==> src/rtl/simon_audio_pkg.sv <==
// Shared types and constants for the Simon tone generator.
// Note codes, phase increments, FSM states and codec divider values.
package simon_audio_pkg;

    typedef enum logic [2:0] {
        NOTE_GREEN  = 3'd0,
        NOTE_RED    = 3'd1,
        NOTE_YELLOW = 3'd2,
        NOTE_BLUE   = 3'd3,
        NOTE_ERROR  = 3'd4
    } note_e;

    typedef enum logic [1:0] {
        ST_IDLE,
        ST_ARM,
        ST_PLAY,
        ST_DONE
    } state_e;

    localparam int BCK_DIV    = 12;
    localparam int FRAME_LEN  = 384;
    localparam int FRAME_LAST = 383;

    localparam logic [3:0] BCK_LAST = 4'(BCK_DIV - 1);
    localparam logic [3:0] BCK_HALF = 4'(BCK_DIV / 2);
    localparam logic [8:0] TICK_CNT = 9'(FRAME_LAST);
    localparam logic [8:0] LR_HALF  = 9'(FRAME_LEN / 2);

    // 16-bit phase step per 48 kHz sample; codes 5-7 are silent.
    function automatic logic [15:0] phase_inc(input logic [2:0] note);
        logic [15:0] inc;
        case (note)
            NOTE_GREEN:  inc = 16'd566;
            NOTE_RED:    inc = 16'd423;
            NOTE_YELLOW: inc = 16'd344;
            NOTE_BLUE:   inc = 16'd285;
            NOTE_ERROR:  inc = 16'd57;
            default:     inc = 16'd0;
        endcase
        return inc;
    endfunction

endpackage

==> src/rtl/audio_clk_gen.sv <==
// Codec frame timing: 384-cycle frame, bit clock /12, LR clock /384.
// Emits the one-cycle sample tick on the last cycle of each frame.
module audio_clk_gen
    import simon_audio_pkg::*;
(
    input  logic i_clk,
    input  logic i_rst_n,
    output logic o_bck,
    output logic o_lrck,
    output logic o_tick
);

    logic [8:0] r_fcnt;
    logic [3:0] r_bcnt;

    // 384 is a multiple of 12, so the two counters never drift apart.
    always_ff @(posedge i_clk) begin
        if (!i_rst_n) begin
            r_fcnt <= '0;
            r_bcnt <= '0;
        end else begin
            r_fcnt <= (r_fcnt == TICK_CNT) ? 9'd0 : r_fcnt + 9'd1;
            r_bcnt <= (r_bcnt == BCK_LAST) ? 4'd0 : r_bcnt + 4'd1;
        end
    end

    assign o_bck  = (r_bcnt >= BCK_HALF);
    assign o_lrck = (r_fcnt < LR_HALF);
    assign o_tick = (r_fcnt == TICK_CNT);

endmodule

==> src/rtl/simon_tone_gen.sv <==
// Simon game tone generator: square-wave notes streamed to a 48 kHz codec.
// Define TONE_ENVELOPE_EN to add a linear attack/release gain envelope.
module simon_tone_gen
    import simon_audio_pkg::*;
#(
    parameter logic [15:0] AMPLITUDE   = 16'h2000,
    parameter int          DUR_SAMPLES = 24000
) (
    input  logic        iCLK,
    input  logic        iRST_N,
    input  logic        iSTART,
    input  logic [2:0]  iNOTE,
    output logic        oBUSY,
    output logic        oDONE,
    output logic        AUD_BCK,
    output logic        AUD_DACLRCK,
    output logic [15:0] AUD_outL,
    output logic [15:0] AUD_outR
);

    localparam logic [23:0] DUR = 24'(DUR_SAMPLES);

    state_e      r_state;
    state_e      w_next_state;
    logic [2:0]  r_note;
    logic [15:0] r_phase;
    logic [15:0] r_sample;
    logic [23:0] r_cnt;

    logic        w_tick;
    logic        w_end;
    logic        w_audible;
    logic [23:0] w_k;
    logic [15:0] w_phase_n;
    logic [15:0] w_mag;
    logic [15:0] w_sample_n;

    audio_clk_gen u_clk_gen (
        .i_clk   (iCLK),
        .i_rst_n (iRST_N),
        .o_bck   (AUD_BCK),
        .o_lrck  (AUD_DACLRCK),
        .o_tick  (w_tick)
    );

    always_ff @(posedge iCLK) begin
        if (!iRST_N) r_state <= ST_IDLE;
        else         r_state <= w_next_state;
    end

    always_comb begin
        w_next_state = r_state;
        unique case (r_state)
            ST_IDLE: if (iSTART)          w_next_state = ST_ARM;
            ST_ARM:  if (w_tick)          w_next_state = ST_PLAY;
            ST_PLAY: if (w_tick && w_end) w_next_state = ST_DONE;
            ST_DONE:                      w_next_state = ST_IDLE;
        endcase
    end

    always_comb begin
        oBUSY = 1'b0;
        oDONE = 1'b0;
        unique case (r_state)
            ST_ARM, ST_PLAY: oBUSY = 1'b1;
            ST_DONE:         oDONE = 1'b1;
            default:         ;
        endcase
    end

    // Frame index and phase of the sample written at the current tick.
    assign w_k       = (r_state == ST_ARM) ? 24'd0 : r_cnt + 24'd1;
    assign w_phase_n = (r_state == ST_ARM) ? 16'd0
                                           : r_phase + phase_inc(r_note);
    assign w_end     = (w_k == DUR);
    assign w_audible = ((r_state == ST_ARM) ||
                        (r_state == ST_PLAY && !w_end)) &&
                       (r_note <= NOTE_ERROR);

`ifdef TONE_ENVELOPE_EN
    logic [23:0] w_rem;
    logic [7:0]  w_gain;

    // Release ramp takes over once fewer than 256 frames remain.
    assign w_rem  = DUR - w_k;
    assign w_gain = (w_rem <= 24'd255) ? w_rem[7:0]
                  : (w_k >= 24'd255)   ? 8'd255
                  :                      w_k[7:0];
    assign w_mag  = 16'((24'(AMPLITUDE) * 24'(w_gain)) >> 8);
`else
    assign w_mag  = AMPLITUDE;
`endif

    assign w_sample_n = !w_audible      ? 16'h0000
                      : w_phase_n[15]   ? -w_mag
                      :                   w_mag;

    always_ff @(posedge iCLK) begin
        if (!iRST_N) begin
            r_note   <= '0;
            r_phase  <= '0;
            r_cnt    <= '0;
            r_sample <= '0;
        end else begin
            if (r_state == ST_IDLE && iSTART) r_note <= iNOTE;
            if (w_tick) begin
                r_sample <= w_sample_n;
                if (r_state == ST_ARM || r_state == ST_PLAY) begin
                    r_phase <= w_phase_n;
                    r_cnt   <= w_k;
                end
            end
        end
    end

    assign AUD_outL = r_sample;
    assign AUD_outR = r_sample;

endmodule

==> config.mk <==
export PLATFORM = sky130hd
export DESIGN_NAME = simon_tone_gen
export DESIGN_NICKNAME = d
export VERILOG_FILES = /design/src/rtl/simon_audio_pkg.sv /design/src/rtl/audio_clk_gen.sv /design/src/rtl/simon_tone_gen.sv
export SDC_FILE = /design/constraint.sdc
export NUM_CORES = 1
export LEC_CHECK = 0
export CAP_MARGIN = 5
export CORE_MARGIN = 5
export CORE_UTILIZATION = 25
export DETAILED_ROUTE_END_ITERATION = 8
export GPL_TIMING_DRIVEN = 0
export PLACE_DENSITY_LB_ADDON = 0.25
export SETUP_SLACK_MARGIN = 0.2
export SYNTH_ARGS = -nofsm -noshare
export SYNTH_HDL_FRONTEND = slang
export SYNTH_HIERARCHICAL = 1
export SYNTH_SLANG_ARGS = --single-unit
==> constraint.sdc <==
create_clock -name iCLK -period 3.3 [get_ports iCLK]
set_clock_uncertainty 0.1 [all_clocks]
set_input_delay 0.495 -clock iCLK [delete_from_list [all_inputs] [get_ports iCLK]]
set_output_delay 0.495 -clock iCLK [all_outputs]
set_load 0.05 [all_outputs]
==> impl_metrics.py, run 1 <==
metrics = {
    "run_status": {
        "status": "completed",
    },
    "final_layout": {
        "fill_cells": 1657,
        "final_area_mm2": 0.00504,
        "fin_nets": 596,
        "drive_gt1_share_pct": 16.7,
        "area_growth_pct": 25.2,
        "num_antenna_cells": 0,
    },
    "placed_design": {
        "gp_congestion": 0.836,
        "placed_area_mm2": 0.00454,
        "hpwl_um": 7710,
        "numPortBuffers": 15,
        "dpl_worst_slack_ns": -0.252,
    },
    "pwr": {
        "powerDensity_mw_per_mm2": 474,
        "irDropWorstVdd_mv": 0.304,
        "leakage_uw": 0.00191,
    },
    "floorplan": {
        "die_x_um": 137,
        "rows": 46,
        "die_y_um": 137,
        "coreArea_mm2": 0.0158,
        "initial_core_util_pct": 25.4,
        "die_area_mm2": 0.0187,
        "io_pins": 42,
    },
    "setup_path": {
        "worstPathArrival_ns": 3.09,
        "cp_num_buf_inv": 2,
        "worstPathMaxFanout": 8,
        "crit_family": "simple AND/OR/NAND/NOR gates",
        "cp-end-kind": "flip-flop",
        "slowest_delay_ns": 0.38,
        "r2r_cells": 11,
        "crit_path_cell_trace": "ha_4, buf_6, nand3_4, or3_4, buf_6, or3_4, a2111oi_4, nand4_2, o31ai_4, o221ai_2, mux2i_1",
        "required_ns": 3.42,
        "crit_slowest_cell": "or3_4",
        "crit_path_start_kind": "flip-flop",
        "crit_type": "reg -> reg",
        "path_depth": 11,
    },
    "yosys": {
        "synth_common_cells": "dfxtp_1, nor2_1, o21ai_0",
        "ys_ff_latch": 60,
        "syn_inst": 509,
        "async_reset_ff_share_pct": 0,
        "synth-warning-count": 6,
        "synth_top_area_cell": "dfxtp_1",
        "syn_area_mm2": 0.00403,
        "netlist_top_cells_area": "dfxtp_1, ha_1, buf_4",
        "synth_most_common_cell": "dfxtp_1",
        "yosysSeqAreaShare_pct": 29.8,
        "yosysUniqueCellTypes": 60,
        "synth_edf_count": 0,
        "dominantRegCellSynth": "dfxtp_1",
        "synthAdderAreaFrac_pct": 6.40,
        "synth_mux_area_share_pct": 1.80,
        "synth_compound_area_share_pct": 20.6,
        "yosys.area_share.simple_pct": 27.5,
        "synth_top_area_share_pct": 29.8,
        "synth_xor_area_share_pct": 4.35,
        "avgSynthCellArea_um2": 7.91,
        "synth_top_family_by_area": "simple AND/OR/NAND/NOR gates",
    },
    "route": {
        "viasPerCell": 4.66,
        "drc": 0,
        "wirelength_um": 10700,
        "wl_per_cell_um": 13.5,
        "detail_route.first_pass.iterations": 4,
        "ant_nets": 0,
        "drt_iter0_drc": 157,
        "dr_total_vias": 3683,
    },
    "global_route": {
        "grt_overflow": 0,
        "grt_pass1_wl_um": 17100,
        "grt_max_degree": 13,
        "grt_pass1_vias": 3453,
        "track_usage_pct": 11.4,
        "antenna_found_initial": 0,
    },
    "min_path": {
        "min_path_cells": 1,
        "hp-class": "reg -> reg",
    },
    "clocking": {
        "cts_buffer_depth": 2,
        "insertion_delay_ns": 0.34,
        "root_buffer": "clkbuf_16",
        "clkTransAtPathRegs_ns": 0.06,
        "htreeDepth": 3,
        "cts.sink_count": 60,
        "cts_buffers": 9,
        "cts_tree": "built",
        "cts_hold_buf": 0,
    },
    "timing": {
        "fin_crit_sh_pct": 90.0,
        "tightest_slew_ns": 0.815,
        "period_needed_ns": 2.97,
        "rsz0062_at_grt": "no",
        "relSlewSlack_pct": 45.0,
        "max_freq_mhz": 337,
        "report.final.hold_viol_count": 0,
        "worst_slack_ns": 0.329,
        "setup_viol": 0,
        "drv_slew": 0,
    },
    "run": {
        "drv_cap": 0,
    },
}
## metrics by stage
stage / power [µW] / utilization, % / hold slack (ns) / TNS, ns / instances
after floorplan: 1220 / - / 0.318 / 0 / 534
after global placement: 1350 / 28.7 / 0.331 / -0.552 / 765
after detailed placement: 1360 / 28.7 / 0.336 / -0.524 / 765
after CTS: 2400 / 31.0 / 0.350 / 0 / 781
after global routing: 2490 / 31.8 / 0.376 / 0 / 791
final: 2390 / 31.8 / 0.346 / 0 / 791
## logic make-up (layout without fill, tap and decap cells)
logic type | Yosys count | in the layout
buf+inv | 68 | 109
flops | 60 | 60
compound gates | 126 | 126
simple gates | 207 | 207
mux | 7 | 7
fa+ha+maj | 20 | 20
other cells | 1 | 26
xor+xnor | 20 | 20
## area by class of cell
| type | instances | area, µm² | share of cell area, % |
|---|---|---|---|
| clock buffers | 9 | 225 | 4.47 |
| multi-input cells | 406 | 2620 | 51.9 |
| flip-flops and latches | 60 | 1210 | 23.9 |
| plain buffers | 57 | 357 | 7.07 |
| well taps | 216 | 270 | 5.36 |
| inverters | 11 | 41.3 | 0.819 |
| clock inverters | 7 | 101 | 2.01 |
| repair buffers | 25 | 225 | 4.47 |
## worst reg2reg max path, cell delays in order, from the launching register on
cell and delay (ns):
dfxtp_2 0.37, ha_4 0.14, buf_6 0.12, nand3_4 0.10
or3_4 0.38, buf_6 0.14, or3_4 0.38, a2111oi_4 0.36
nand4_2 0.16, o31ai_4 0.26, o221ai_2 0.18, mux2i_1 0.15
## worst paths after layout
path / start / end / slack, ns
setup reg to reg: r_cnt[1]$_SDFFE_PN0P_ / r_state[0]$_SDFFE_PN0P_ / 0.33
hold reg to reg: u_clk_gen/r_fcnt[0]$_SDFF_PP0_ / u_clk_gen/r_fcnt[0]$_SDFF_PP0_ / 0.35
setup / recovery: r_cnt[1]$_SDFFE_PN0P_ / r_state[0]$_SDFFE_PN0P_ / 0.33
hold / removal: u_clk_gen/r_fcnt[0]$_SDFF_PP0_ / u_clk_gen/r_fcnt[0]$_SDFF_PP0_ / 0.35
## what timing repair did
item / 4_1_cts / 5_1_grt
resized for setup: 15 / 15
setup buffers: 0 / 10
pin swaps: 3 / 6
endpoints found under the setup margin: 17 / 23
## where the power goes
group          switching [µW]  total, µW  internal, µW
combinational             387        584           197
clock                     372       1040           664
sequential               20.4        768           747
## layer usage
layer  global-route usage [%]  share of wire [%]
met5                        0                  0
met4                     3.82                1.5
met2                     20.0                 49
met3                     2.50                4.2
met1                     13.9                 45
## cells in the final DEF, fill, tap and decap left out, drive strengths merged, types with 3 or more instances in the layout
| cell | synthesis | routed |
|---|---|---|
| buf | 35 | 45 |
| clkdlybuf4s50 | 0 | 15 |
| nor3 | 11 | 11 |
| dfxtp | 60 | 60 |
| nand3 | 24 | 24 |
| and2 | 9 | 9 |
| o21ai | 43 | 43 |
| xnor2 | 15 | 15 |
| o31ai | 3 | 3 |
| clkinv | 0 | 3 |
| nor2b | 19 | 19 |
| nand2b | 3 | 3 |
| a31oi | 6 | 6 |
| o21a | 3 | 3 |
| mux2i | 5 | 5 |
| a21o | 4 | 4 |
| or3 | 10 | 10 |
| conb | 1 | 26 |
| a31o | 3 | 3 |
| nand2 | 38 | 38 |
| and3 | 12 | 12 |
| clkbuf | 22 | 31 |
| nor2 | 50 | 50 |
| a21boi | 15 | 15 |
| a211oi | 4 | 4 |
| xor2 | 5 | 5 |
| a21oi | 26 | 26 |
| inv | 11 | 11 |
| ha | 19 | 19 |
| a22oi | 7 | 7 |
| nand4 | 11 | 11 |
| nor4 | 9 | 9 |
## state kept, by name, summed over array words and instances, names as in the netlist
signal	cells
AUD_outL	2
r_cnt	24
r_note	3
r_phase	16
r_state	2
u_clk_gen/r_bcnt	4
u_clk_gen/r_fcnt	9
Power figures use the tool's default switching activity.
==> run 2, diff against run 1 <==
--- a/constraint.sdc
+++ b/constraint.sdc
@@ -3,3 +3,3 @@
 set_input_delay 0.495 -clock iCLK [delete_from_list [all_inputs] [get_ports iCLK]]
 set_output_delay 0.495 -clock iCLK [all_outputs]
-set_load 0.05 [all_outputs]
+set_load 0.01 [all_outputs]
==> results of run 2 <==
The final DEF is identical to that of run 1. Status: completed.
Main changes from that run: total power 2390 µW -> 2300 µW
==> run 3, diff against run 2 <==
--- a/constraint.sdc
+++ b/constraint.sdc
@@ -3,3 +3,3 @@
 set_input_delay 0.495 -clock iCLK [delete_from_list [all_inputs] [get_ports iCLK]]
 set_output_delay 0.495 -clock iCLK [all_outputs]
-set_load 0.01 [all_outputs]
+set_load 0.005 [all_outputs]
==> results of run 3 <==
The final DEF is identical to that of run 1. Status: completed.
Main changes from that run: total power 2390 µW -> 2290 µW
